--- config.mk ---
export PLATFORM = sky130hd
export DESIGN_NAME = ram_scan_viewer
export DESIGN_NICKNAME = d
export VERILOG_FILES = /design/src/rtl/ram_scan_viewer.sv
export SDC_FILE = /design/constraint.sdc
export NUM_CORES = 1
export LEC_CHECK = 0
export ABC_AREA = 1
export CAP_MARGIN = 10
export CORE_MARGIN = 5
export CORE_UTILIZATION = 54
export CTS_CLUSTER_DIAMETER = 50
export CTS_CLUSTER_SIZE = 30
export DETAILED_ROUTE_END_ITERATION = 8
export PLACE_DENSITY = 0.76
export SYNTH_ARGS = -nofsm -noshare
export SYNTH_HDL_FRONTEND = slang
export SYNTH_SLANG_ARGS = --single-unit
--- constraint.sdc ---
create_clock -name clock -period 1.5 [get_ports clock]
set_input_delay 0.15 -clock clock [delete_from_list [all_inputs] [get_ports clock]]
set_output_delay 0.15 -clock clock [all_outputs]
set_load 0.02 [all_outputs]
--- src/rtl/ram_scan_viewer.sv ---
// Dual-port word memory whose read side follows a manual address or an auto-scan pointer.
// Read data is returned together with the address it came from.
module ram_scan_viewer #(
  parameter int DATA_W      = 3,
  parameter int ADDR_W      = 5,
  parameter int TICK_CYCLES = 33554432
) (
  input  logic              clock,
  input  logic              reset,
  input  logic [1:0]        mode,
  input  logic              pause,
  input  logic              restart,
  input  logic [ADDR_W-1:0] man_addr,
  input  logic              wr_en,
  input  logic [ADDR_W-1:0] wr_addr,
  input  logic [DATA_W-1:0] wr_data,
  output logic [DATA_W-1:0] rd_data,
  output logic [ADDR_W-1:0] rd_addr,
  output logic              rd_valid,
  output logic [ADDR_W-1:0] scan_addr,
  output logic              tick,
  output logic              sweep_done
);

  localparam int DEPTH = 2 ** ADDR_W;
  localparam int CNT_W = $clog2(TICK_CYCLES);
  localparam logic [CNT_W-1:0]  CNT_LAST = CNT_W'(TICK_CYCLES - 1);
  localparam logic [ADDR_W-1:0] ADDR_TOP = {ADDR_W{1'b1}};

  localparam logic [1:0] MODE_MAN   = 2'b00;
  localparam logic [1:0] MODE_UP    = 2'b01;
  localparam logic [1:0] MODE_DOWN  = 2'b10;
  localparam logic [1:0] MODE_SWEEP = 2'b11;

  logic [DATA_W-1:0] mem [DEPTH];
  logic [CNT_W-1:0]  cnt;
  logic [1:0]        mode_q;
  logic              mode_vld;
  logic              rearm;
  logic [ADDR_W-1:0] rd_sel;

  assign rd_sel = (mode == MODE_MAN) ? man_addr : scan_addr;
  // mode_vld masks the first cycle after reset, where no previous mode exists yet
  assign rearm  = restart || (mode_vld && (mode != mode_q));
  assign tick   = (mode != MODE_MAN) && !pause && (cnt == CNT_LAST);

  always_ff @(posedge clock) begin
    if (wr_en) mem[wr_addr] <= wr_data;
  end

  // Read-first: the registered read sees the word before a same-edge write
  always_ff @(posedge clock or negedge reset) begin
    if (!reset) begin
      rd_data  <= '0;
      rd_addr  <= '0;
      rd_valid <= 1'b0;
    end else begin
      rd_data  <= mem[rd_sel];
      rd_addr  <= rd_sel;
      rd_valid <= 1'b1;
    end
  end

  always_ff @(posedge clock or negedge reset) begin
    if (!reset) begin
      cnt        <= '0;
      scan_addr  <= '0;
      sweep_done <= 1'b0;
      mode_q     <= MODE_MAN;
      mode_vld   <= 1'b0;
    end else begin
      mode_q   <= mode;
      mode_vld <= 1'b1;
      if (rearm) begin
        cnt        <= '0;
        scan_addr  <= (mode == MODE_DOWN) ? ADDR_TOP : '0;
        sweep_done <= 1'b0;
      end else if (mode == MODE_MAN) begin
        cnt <= '0;
      end else if (!pause) begin
        if (cnt == CNT_LAST) begin
          cnt <= '0;
          case (mode)
            MODE_UP:   scan_addr <= scan_addr + 1'b1;
            MODE_DOWN: scan_addr <= scan_addr - 1'b1;
            MODE_SWEEP: begin
              if (scan_addr == ADDR_TOP) sweep_done <= 1'b1;
              else                       scan_addr  <= scan_addr + 1'b1;
            end
            default: ;
          endcase
        end else begin
          cnt <= cnt + 1'b1;
        end
      end
    end
  end

endmodule

==> impl_metrics.yaml <==
layout:
  n_antenna_cell: 0
  multi_input_area_mm2: 0.00278
  layout.nets: 969
  drive_gt1_frac: 0.322
  nFillCells: 667
  area_growth_syn_to_layout_pct: 44.6
  final-seq-area_mm2: 0.00394
  final_cells: 1125
  finalInstanceArea_mm2: 0.00973
  postLayoutCoreUtil: 0.803
worst_setup_path:
  crit_top_cell: "nor2_4"
  slowest_delay_ns: 0.43
  cp.required_ns: 1.35
  crit_chain: "ha_4, nand2_4, nor2_4, nand3_4, nor2_4, and3_4, buf_6"
  path_class: "flop to primary output"
  crit_fanout: 2
  cp.depth: 7
  crit_arrival_ns: 1.72
  path_buf_inv: 1
  worst_setup_path_start_kind: "flop"
  rr_worst_depth: 12
  crit_slowest_cell: "dfrtp_1"
  cp_top_family: "simple AND/OR/NAND/NOR gates"
  cp-end-kind: "primary output"
timing:
  hold_violations: 0
  fmax_mhz: 535
  layout_setup_ws_ns: -0.368
  min_period_ns: 1.87
  fin_crit_sh: 1.25
  rsz0062_at_grt: "true"
  slew_viol_final: 0
  setup_viol: 35
  finClkSkew_ns: 0.00867
grt:
  grt_usage: 0.269
  grt_pass1_wl_um: 30700
  antenna_found_initial: 0
  grt-ovfl-total: 0
  grt_pass1_vias: 6334
  grt_max_degree: 33
placed_design:
  place_hpwl_um: 12200
  pre_cts_slack_ns: -0.684
  dpl-instance-area_mm2: 0.00808
  gp_congestion: 0.866
  io_buffer_count: 35
  placed_cells: 1057
floorplanning:
  die_w_um: 122
  initial_core_util: 0.556
  pin_count: 36
  die_h_um: 122
  fp.coreArea_mm2: 0.0121
  rows: 40
  dieArea_mm2: 0.0148
clocking:
  cts_tree: "yes"
  clk_pin_slew_ns: 0.06
  clock_latency_ns: 0.43
  htreeDepth: 4
  cts_sinks: 138
  numCtsBuffers: 17
  clock-root-buffer: "clkbuf_16"
  cts_buffer_depth: 2
drt:
  drtAntennaViolNets: 0
  wl_um: 22300
  drt-initial-drc-count: 834
  viasPerCell: 5.73
  drc: 0
  dr.pass1.iters: 6
  wl_per_cell_um: 19.8
  vias: 6443
synthesis:
  synthCells: 772
  synth_top_area_frac: 0.428
  syn_avg_cell_area_um2: 8.72
  seq_area_frac_synth: 0.584
  ys_types: 29
  ys_seq_elements: 138
  synth_nets: 797
  synthTopCellsByArea: "edfxtp_1, dfrtp_1, nand3_1, nand2_1, inv_1"
  synth_top_area_cell: "edfxtp_1"
  syn_area_mm2: 0.00673
  yosysWarnings: 0
power:
  ir_worst_vdd_mv: 1.37
  power_leakage_nw: 4.41
  p_per_area_mw_per_mm2: 1130
run_status:
  violations: "negative setup slack"
  status: "finished, violations left"
run:
  cap_violations: 0
worst_hold_path:
  hp-class: "input port to flop"
  worstHoldPathCells: 1
==> final timing paths <==
kind / from / endpoint / slack [ns]
worst max-delay path: cnt[1]$_DFFE_PN0P_ / tick / -0.37
worst min-delay path: mode[0] / mode_q[0]$_DFF_PN0_ / 0.13
worst max register to register: cnt[1]$_DFFE_PN0P_ / cnt[14]$_DFFE_PN0P_ / -0.35
worst min register to register: scan_addr[2]$_DFFE_PN0P_ / scan_addr[2]$_DFFE_PN0P_ / 0.56
max in group asynchronous: reset / cnt[19]$_DFFE_PN0P_ / 0.81
min in group asynchronous: reset / mode_q[1]$_DFF_PN0_ / 0.18
==> cell usage after synthesis <==
cell,number
a21oi_1,8
a21oi_2,1
and3_1,1
buf_2,17
buf_4,2
clkbuf_1,1
conb_1,1
dfrtp_1,42
edfxtp_1,96
fa_1,1
ha_1,4
inv_1,135
inv_2,8
nand2_1,177
nand2_2,7
nand3_1,137
nand4_1,9
nor2_1,81
nor2_4,1
nor3_1,10
nor4_1,2
o21ai_0,9
o21ai_1,8
o21ai_2,2
o31ai_1,1
or2_1,2
or2_2,1
xnor2_1,2
xor2_1,6
==> state kept, by name, indices dropped and copies added, names as in the netlist <==
name / count
mode_q: 2
mode_vld: 1
rd_addr: 5
rd_data: 3
sweep_done: 1
mem: 96
cnt: 25
scan_addr: 5
==> cell families after synthesis <==
logic type	count (synthesis)	share of synthesized area
flops	138	0.584
other cells	1	0.000557
xor+xnor	8	0.0104
fa+ha+maj	5	0.0104
simple gates	428	0.275
buf+inv	163	0.0952
compound gates	29	0.0236
==> through the flow <==
| stage | setup TNS [ns] | hold slack (ns) | power, W |
|---|---|---|---|
| 2_1_floorplan | -0.0110 | -0.146 | 0.00525 |
| 3_3_place_gp | -19.00 | 0.0731 | 0.00602 |
| 3_5_place_dp | -25.32 | 0.0796 | 0.00610 |
| 4_1_cts | -5.23 | 0.113 | 0.0104 |
| 5_1_grt | -11.60 | 0.118 | 0.0113 |
| 6_report | -8.86 | 0.127 | 0.0110 |
==> what timing repair did <==
action	4_1_cts	5_1_grt
buffers inserted	14	11
resized for setup	54	121
hold endpoints to repair	42	0
hold buffers	1	0
pin swaps	13	52
gates cloned	4	8
endpoints found under the setup margin	47	39
==> worst register-to-register path, cell delays in order, from the launching register on <==
cell     delay, ns
dfrtp_1       0.43
ha_4          0.19
nand2_4       0.06
nor2_4        0.13
buf_4         0.14
nand2_1       0.08
nor2_1        0.10
nand2_1       0.11
nand3_4       0.12
nand2_8       0.11
buf_12        0.15
o21ai_1       0.06
nor2_1        0.06
==> cells in the final DEF, fill, tap and decap left out, drive strengths merged <==
cell type and n:
a21oi 9, and3 1, buf 131, bufinv 2, clkbuf 25, clkdlybuf4s15 2, clkdlybuf4s50 16, clkinv 6
clkinvlp 4, conb 1, dfrtp 42, dlygate4sd2 13, dlygate4sd3 1, dlymetal6s2s 1, edfxtp 96, fa 1
ha 4, inv 147, nand2 184, nand3 137, nand4 9, nor2 82, nor3 10, nor4 2
o21ai 19, o31ai 1, or2 3, xnor2 2, xor2 6
==> layout make-up <==
cell class                 count  area share
clock buffer                  17      0.0437
clock inverter                15      0.0172
inverter                     143      0.0563
multi-input combinational    471       0.286
sequential                   138       0.405
tap                          168      0.0216
timing repair buffer         172       0.170
timing repair inverter         1    0.000772
==> power breakdown <==
group	total [W]	internal, W	switching, W
registers	0.00430	0.00421	0.0000971
logic	0.00246	0.00101	0.00145
clock network	0.00424	0.00248	0.00176
==> routing by layer <==
layer  wire length [um]  track usage  part of all wire
met1               7630        0.301              0.34
met2              11300        0.478              0.51
met3               2130       0.0682             0.095
met4               1170        0.129             0.053
met5                  0            0                 0
Note: power is estimated with default switching activity, not from simulation.
